$ cat config.mk
export PLATFORM = sky130hd
export DESIGN_NAME = uart_tx_fifo
export DESIGN_NICKNAME = d
export VERILOG_FILES = /design/src/rtl/uart_tx_fifo.sv
export SDC_FILE = /design/constraint.sdc
export NUM_CORES = 1
export LEC_CHECK = 0
export ABC_AREA = 0
export BUFFER_PORTS_ARGS = -buffer_cell sky130_fd_sc_hd__clkbuf_2
export CORE_MARGIN = 10
export CORE_UTILIZATION = 35
export DETAILED_ROUTE_END_ITERATION = 10
export PLACE_DENSITY = 0.56
export RECOVER_POWER = 25
export SLEW_MARGIN = 30
export SYNTH_ARGS = -nofsm -noshare
export SYNTH_HDL_FRONTEND = slang
export SYNTH_SLANG_ARGS = --single-unit
$ cat constraint.sdc
create_clock -name clk -period 3.2 [get_ports clk]
set_input_delay 0.64 -clock clk [delete_from_list [all_inputs] [get_ports clk]]
set_output_delay 0.64 -clock clk [all_outputs]
set_load 0.005 [all_outputs]
$ cat src/rtl/uart_tx_fifo.sv
// uart_tx_fifo: UART transmitter fed by a write FIFO.
//   clk        - clock, rising edge
//   rst        - asynchronous active-low reset
//   wr_valid   - write request for wr_data
//   wr_data    - payload word (DATA_BITS)
//   wr_ready   - FIFO not full
//   dout       - serial line, idle high, registered
//   busy       - transmitter FSM not idle
//   fifo_count - occupied FIFO entries
//   overflow   - sticky flag, set when a write hits a full FIFO
module uart_tx_fifo #(
    parameter int CLKS_PER_BIT = 10417,
    parameter int DATA_BITS    = 8,
    parameter int PARITY       = 0,
    parameter int STOP_BITS    = 1,
    parameter int FIFO_DEPTH   = 16
) (
    input  logic                          clk,
    input  logic                          rst,
    input  logic                          wr_valid,
    input  logic [DATA_BITS-1:0]          wr_data,
    output logic                          wr_ready,
    output logic                          dout,
    output logic                          busy,
    output logic [$clog2(FIFO_DEPTH):0]   fifo_count,
    output logic                          overflow
);
    localparam int AW = $clog2(FIFO_DEPTH);
    localparam int CW = AW + 1;

    typedef enum logic [2:0] {IDLE, START, DATA, PAR, STOP} state_t;

    state_t               r_state, w_next;
    logic [DATA_BITS-1:0] r_mem [FIFO_DEPTH];
    logic [AW-1:0]        r_wptr, r_rptr;
    logic [CW-1:0]        r_count;
    logic [15:0]          r_clk_cnt;
    logic [2:0]           r_bit_idx;
    logic [DATA_BITS-1:0] r_shift;
    logic                 r_par, r_dout, r_overflow;
    logic                 w_full, w_has, w_wr, w_pop, w_tick, w_last_bit, w_last_stop, w_dout;

    assign w_full      = r_count == CW'(FIFO_DEPTH);
    assign w_has       = r_count != '0;
    assign w_wr        = wr_valid && !w_full;
    assign w_tick      = r_clk_cnt == 16'(CLKS_PER_BIT - 1);
    assign w_last_bit  = r_bit_idx == 3'(DATA_BITS - 1);
    // r_bit_idx doubles as the stop-bit index while in STOP
    assign w_last_stop = w_tick && r_bit_idx == 3'(STOP_BITS - 1);
    assign w_dout      = r_state == START ? 1'b0 :
                         r_state == DATA  ? r_shift[0] :
                         r_state == PAR   ? r_par : 1'b1;

    assign wr_ready   = !w_full;
    assign dout       = r_dout;
    assign busy       = r_state != IDLE;
    assign fifo_count = r_count;
    assign overflow   = r_overflow;

    always_comb begin
        w_next = r_state;
        w_pop  = 1'b0;
        case (r_state)
            IDLE:  if (w_has) begin
                       w_pop  = 1'b1;
                       w_next = START;
                   end
            START: if (w_tick) w_next = DATA;
            DATA:  if (w_tick && w_last_bit) w_next = (PARITY != 0) ? PAR : STOP;
            PAR:   if (w_tick) w_next = STOP;
            STOP:  if (w_last_stop) begin
                       // back-to-back: pop straight into the next frame
                       w_pop  = w_has;
                       w_next = w_has ? START : IDLE;
                   end
            default: w_next = IDLE;
        endcase
    end

    always_ff @(posedge clk or negedge rst) begin
        if (!rst) r_state <= IDLE;
        else      r_state <= w_next;
    end

    always_ff @(posedge clk) begin
        if (w_wr) r_mem[r_wptr] <= wr_data;
    end

    always_ff @(posedge clk or negedge rst) begin
        if (!rst) begin
            r_wptr     <= '0;
            r_rptr     <= '0;
            r_count    <= '0;
            r_clk_cnt  <= '0;
            r_bit_idx  <= '0;
            r_shift    <= '0;
            r_par      <= 1'b0;
            r_dout     <= 1'b1;
            r_overflow <= 1'b0;
        end else begin
            if (w_wr) r_wptr <= r_wptr + 1'b1;
            if (w_pop) begin
                r_rptr  <= r_rptr + 1'b1;
                r_shift <= r_mem[r_rptr];
                r_par   <= (PARITY == 1) ? ~^r_mem[r_rptr] : ^r_mem[r_rptr];
            end else if (r_state == DATA && w_tick) begin
                r_shift <= r_shift >> 1;
            end
            r_count    <= r_count + CW'(w_wr) - CW'(w_pop);
            // full is judged on registered state, so a same-cycle pop cannot rescue the write
            r_overflow <= r_overflow | (wr_valid & w_full);
            r_clk_cnt  <= (r_state == IDLE || w_tick) ? '0 : r_clk_cnt + 1'b1;
            if (w_tick && (r_state == DATA || r_state == STOP))
                r_bit_idx <= (r_state == DATA ? w_last_bit : w_last_stop) ? '0 : r_bit_idx + 1'b1;
            // dout follows the state one cycle later, giving write-to-start latency of two edges
            r_dout <= w_dout;
        end
    end
endmodule

==> flow_summary.yaml, run 1 <==
floorplanning:
  io_pins: 20
  die_area_mm2: 0.0271
  start_util_pct: 35.8
  die_w_um: 165
  chipHeight_um: 165
  core_mm2: 0.0204
  fp-row-count: 52
synth:
  yosys_warnings: 0
  synthTopCellsByCount: "edfxtp_1, dfrtp_1, nand2_1, nor2_1, mux4_2"
  synthFlopType: "edfxtp_1"
  synth_fp_nets: 489
  seq_area_frac_synth_pct: 68.3
  syn_inst: 462
  post-synth-top-count-cell: "edfxtp_1"
  synth.distinct_cells: 45
  synth_largest_area_cell: "edfxtp_1"
  synthTopCellsByArea: "edfxtp_1, dfrtp_1, mux4_2, ha_1, xnor2_1"
  synth_edf_count: 128
  ys_ff_latch: 174
  synthArstFlopShare_pct: 26.4
  yosysTopAreaCellShare_pct: 52.5
  syn_area_per_cell_um2: 15.8
  netlist_area_mm2: 0.00731
global_routing:
  met2_usage_pct: 18.5
  met3_usage_pct: 3.11
  grt-ovfl-total: 0
  grt_busiest_layer: "met2"
  use_met1_pct: 14.9
  grt_pass1_vias: 4106
  grt_usage_pct: 11.6
  grt_pass1_wl_um: 23500
  grt_max_degree: 35
  antenna_found_initial: 0
placement:
  dpl.hpwl_um: 9630
  port-buffer-count: 19
  dp_slack_ps: 287
  finalWeightedCongestion: 0.819
clocking:
  htreeDepth: 4
  clock_latency_ps: 430
  cts_setup_buffers: 0
  cts-root-buf: "clkbuf_16"
  ctsResizeCount: 0
  clock_sinks: 174
  clkTransAtPathRegs_ps: 70
  cts_buffer_depth: 2
  cts_tree: "built"
  ctsHoldBuffers: 0
  cts_buffers: 17
critical_path:
  critPathArrivalTime_ps: 3260
  timing.rr.end: "fifo_count[4]"
  crit_fanout: 7
  cp_slowest_cell: "dfrtp_1"
  startpoint_type: "register"
  crit_top_cell: "inv_1"
  ff2ff_setup_slack_ps: 290
  worstPathRequired_ps: 3550
  max_stage_delay_ps: 420
  rr_worst_depth: 17
  path_delay_family: "simple AND/OR/NAND/NOR gates"
  timing.rr.start: "r_clk_cnt[0]"
  crit_path_end_kind: "register"
  cp.buffers_inverters: 3
  cp_cell_sequence: "inv_1, ha_1, nand4bb_1, nor4_1, nand4_1, or2_1, a21o_1, nand2_1, nand2_1, ha_1, inv_1, fa_1, inv_1, a21oi_1, nor2_1, nor2_1, xnor2_1"
  critical_path_class: "reg2reg"
power_and_ir_drop:
  power_switching_mw: 1.49
  power.share.clock_pct: 37.3
  p_per_area_mw_per_mm2: 662
  p_leak_nw: 3.09
  total_power_mw: 5.56
  p_seq_share_pct: 50.1
  p_comb_share_pct: 12.6
  p_int_mw: 4.06
  vdd_drop_max_uv: 357
  swShare_pct: 26.9
flow_run:
  maxCapViolCount: 0
sta:
  setup-violations-final: 0
  worst_slack_ps: 291
  skew_ps: 10.9
  rsz0062_at_grt: "no"
  hold_viol_final: 0
  relSlewSlack_pct: 48.6
  fmax_mhz: 344
  slew_viol_final: 0
  min_period_ps: 2910
  worst-slew-pin-transition_ps: 772
  setup_tns_ps: 0
  fin_crit_sh_pct: 90.9
outcome:
  outcome: "completed"
routing:
  final_antenna_net_count: 0
  drtIter0Drc: 285
  drc: 0
  route.vias.total: 3946
  viasPerCell: 5.05
  drt_first_pass_iters: 4
  wl_per_cell_um: 19.0
  wirelength_um: 14900
final_layout:
  nets: 526
  syn2layout_area_growth_pct: 14.7
  layout-drive-gt1-share_pct: 18.4
  num_antenna_cells: 0
  num-fill-cells: 1866
hold_path:
  min_path_type: "in2async"
[worst max path at each step]
stage | cells after the start | end | slack [ps] | start
after CTS | 17 | fifo_count[4] | 260 | r_clk_cnt[0]
after global placement | 17 | fifo_count[4] | 330 | r_clk_cnt[0]
after floorplan | 17 | fifo_count[4] | 280 | r_clk_cnt[0]
final | 17 | fifo_count[4] | 290 | r_clk_cnt[0]
after global routing | 17 | fifo_count[4] | 7 | r_clk_cnt[0]
after detailed placement | 17 | fifo_count[4] | 290 | r_clk_cnt[0]
[kinds of logic (layout without fill, tap and decap cells)]
logic type / after synthesis / in the layout / share of synthesized area [%]
compound gates: 45 / 45 / 4.24
xor+xnor: 30 / 30 / 3.59
fa+ha+maj: 16 / 16 / 2.84
buf+inv: 37 / 87 / 2.38
flops: 174 / 174 / 68.3
mux: 39 / 39 / 10.8
simple gates: 121 / 121 / 7.82
[power groups by stage]
stage | clock (mW) | combinational [mW] | sequential (mW)
floorplan | 0 | 0.474 | 2.78
global placement | 0 | 0.690 | 2.82
detailed placement | 0 | 0.716 | 2.83
CTS | 2.10 | 0.720 | 2.78
global route | 2.22 | 0.787 | 2.81
finish | 2.07 | 0.701 | 2.78
[layout by cell type (no fill, tap or decap), types with 2 or more instances in the layout]
master / count
a21o_1: 3
a21oi_1: 4
a22oi_1: 17
clkinv_1: 2
and3_1: 4
xnor2_1: 21
mux2i_1: 6
ha_1: 15
nor3b_1: 3
clkbuf_1: 6
buf_12: 2
inv_8: 2
dfrtp_1: 44
xor2_1: 9
edfxtp_1: 128
nor4_1: 5
clkbuf_2: 13
o21ai_0: 5
o21a_1: 2
nand3_1: 12
and2_1: 10
nand2_1: 38
nor2_1: 35
clkbuf_16: 17
a22o_1: 2
buf_4: 14
inv_6: 5
nor2b_1: 3
clkinv_8: 4
mux4_2: 32
o21ai_1: 7
inv_1: 20
nand4_1: 4
[sequential cells by signal, indices dropped and copies added (netlist names)]
register / cells
r_shift: 8
dout: 1
r_mem: 128
r_par: 1
r_bit_idx: 3
r_clk_cnt: 16
r_wptr: 4
r_rptr: 4
r_state: 3
fifo_count: 5
overflow: 1
[final cells by class]
type	instances	area, µm²	area share (%)
clock buffers	17	425	5.07
clock inverters	15	176	2.10
multi-input cells	251	2140	25.6
repair buffers	35	233	2.77
flip-flops and latches	174	5000	59.6
inverters	20	75.1	0.895
well taps	270	338	4.03
[through the flow]
step	cell area [µm²]	utilization [%]	hold slack (ps)	instances
2_1_floorplan	7310	-	344	462
3_3_place_gp	7790	38.2	474	750
3_5_place_dp	7790	38.2	476	750
4_1_cts	8400	41.1	292	782
5_1_grt	8390	41.1	318	782
6_report	8390	41.1	271	782
[metal layers]
metal / share of wire [%] / routed length, µm / vias to the layer above
met5: 0 / 0 / -
met4: 2.0 / 302 / 0
met3: 4.3 / 634 / 24
met2: 49 / 7250 / 69
met1: 45 / 6670 / 2049
li1: - / - / 1804
Power figures use the tool's default switching activity.
==> inputs of run 2 (changes only) <==
--- a/config.mk
+++ b/config.mk
@@ -8,9 +8,9 @@
 export ABC_AREA = 0
 export BUFFER_PORTS_ARGS = -buffer_cell sky130_fd_sc_hd__clkbuf_2
 export CORE_MARGIN = 10
-export CORE_UTILIZATION = 35
+export CORE_UTILIZATION = 50
 export DETAILED_ROUTE_END_ITERATION = 10
-export PLACE_DENSITY = 0.56
+export PLACE_DENSITY = 0.72
 export RECOVER_POWER = 25
 export SLEW_MARGIN = 30
 export SYNTH_ARGS = -nofsm -noshare
==> flow_summary.yaml, run 2 (synthesized netlist as in run 1, its figures left out) <==
clocking:
  clock_latency_ps: 430
  cts_tree: "built"
  clock_sinks: 174
  cts_buffers: 17
  htreeDepth: 4
  cts_buffer_depth: 2
  cts-root-buf: "clkbuf_16"
  clkTransAtPathRegs_ps: 70
power_and_ir_drop:
  p_leak_nw: 3.07
  vdd_drop_max_uv: 532
  power_switching_mw: 1.37
  p_comb_share_pct: 12.7
  total_power_mw: 5.40
  p_per_area_mw_per_mm2: 655
  p_seq_share_pct: 51.6
  power.share.clock_pct: 35.7
  p_int_mw: 4.03
  swShare_pct: 25.3
floorplanning:
  die_w_um: 141
  chipHeight_um: 141
  die_area_mm2: 0.0199
  core_mm2: 0.0144
  fp-row-count: 44
  start_util_pct: 50.7
  io_pins: 20
final_layout:
  layout-drive-gt1-share_pct: 18.9
  syn2layout_area_growth_pct: 12.7
  final_cell_mix: "edfxtp_1, dfrtp_1, nand2_1, nor2_1, mux4_2"
  fin_area_mm2: 0.00824
  final_common_cell: "edfxtp_1"
  largest_reg_flops: 128
  nets: 528
  fin_cells: 698
  num_antenna_cells: 0
  regMostFlops: "r_mem"
  fin_util_pct: 57.2
  reg.largest.list: "r_mem: 128 flops, r_clk_cnt: 16 flops, r_shift: 8 flops"
sta:
  min_period_ps: 2870
  hold_viol_final: 0
  skew_ps: 8.47
  slew_viol_final: 0
  fmax_mhz: 349
  setup-violations-final: 0
  worst-slew-pin-transition_ps: 869
  relSlewSlack_pct: 41.5
  fin_crit_sh_pct: 89.6
critical_path:
  crit_top_cell: "inv_1"
  crit_fanout: 5
  critPathArrivalTime_ps: 3170
  rr_worst_depth: 17
  startpoint_type: "register"
  crit_path_end_kind: "register"
  critical_path_class: "reg2reg"
  cp_slowest_cell: "dfrtp_1"
  worstPathRequired_ps: 3510
  cp_cell_sequence: "inv_1, ha_1, nand4bb_1, nor4_2, nand4_1, or2_4, a21oi_4, nand2_1, nand2_1, ha_1, inv_1, fa_1, inv_1, a21oi_1, nor2_1, nor2_1, xnor2_1"
  max_stage_delay_ps: 420
global_routing:
  grt-ovfl-total: 0
  grt_usage_pct: 14.7
  grt_max_degree: 35
  grt_pass1_wl_um: 22600
  antenna_found_initial: 0
  grt_pass1_vias: 4262
placement:
  post_dp_cell_area_mm2: 0.00768
  port-buffer-count: 19
  dpl.hpwl_um: 9190
  finalWeightedCongestion: 0.743
  dpl.cell_count: 665
outcome:
  outcome: "completed"
routing:
  drc: 0
  drt_first_pass_iters: 4
  final_antenna_net_count: 0
  wl_per_cell_um: 19.5
  viasPerCell: 5.59
  wirelength_um: 13600
  route.vias.total: 3899
  drtIter0Drc: 308
flow_run:
  maxCapViolCount: 0
hold_path:
  min_path_type: "in2async"
run 2: cell count changes in the layout (fill, tap and decap cells not counted), moves of 2 or more:
cell and delta:
buf_4 +3, clkbuf_1 +4, clkinv_2 +3, clkinv_8 -4, inv_6 -2, nor4_1 -2
nor4_2 +2
run 2: stage by stage:
step / TNS, ps / worst slack (ps) / hold WS [ps]
final: 0 / 333 / 248
after floorplan: 0 / 280 / 344
after global placement: 0 / 355 / 448
after CTS: 0 / 278 / 87.3
after detailed placement: 0 / 331 / 471
after global routing: -23.5 / -23.5 / 301
run 2: final cells by class:
| cell class | count | area (µm²) |
|---|---|---|
| Clock buffer | 20 | 437 |
| Clock inverter | 12 | 110 |
| Fill cell | 1104 | 6180 |
| Inverter | 20 | 75.1 |
| Multi-Input combinational cell | 251 | 2160 |
| Sequential cell | 174 | 5000 |
| Tap cell | 184 | 230 |
| Timing Repair Buffer | 37 | 234 |
run 2: worst max-delay path: cells and delay by family (launching register included):
family | cells | cell delay (ps)
AND/OR/NAND/NOR | 8 | 1110
adder cells (fa/ha/maj) | 3 | 700
flip-flops | 1 | 420
AO/OA/AOI/OAI | 2 | 210
buffers and inverters | 3 | 190
XOR/XNOR | 1 | 120
run 2: repair_timing:
| item | CTS | global route |
|---|---|---|
| setup buffers | 0 | 1 |
| gates resized for setup | 0 | 3 |
| setup endpoints to repair | 0 | 1 |
| hold buffers | 0 | 0 |
run 2: power groups by stage:
stage	combinational [mW]	sequential, mW	clock (mW)
floorplan	0.474	2.78	0
global placement	0.671	2.82	0
detailed placement	0.694	2.83	0
CTS	0.698	2.79	1.97
global route	0.771	2.81	2.07
finish	0.685	2.79	1.93
run 2: per-layer routing:
layer  share of wire (%)  GRT usage, %  up-vias
met1                  41          17.4     1978
met5                   0             0        -
met2                  52          24.7       92
met4                 1.6          6.47        0
met3                 5.5          4.03       18
li1                    -             -     1811
run 2: final timing paths:
check | startpoint | to | slack (ps)
worst max-delay path | r_clk_cnt[0] | fifo_count[4] | 330
worst min-delay path | rst | r_clk_cnt[14] | 250
worst max register to register | r_clk_cnt[0] | fifo_count[4] | 330
worst min register to register | r_par | r_par | 480
max in group asynchronous | rst | dout | 2010
min in group clk | r_par | r_par | 480
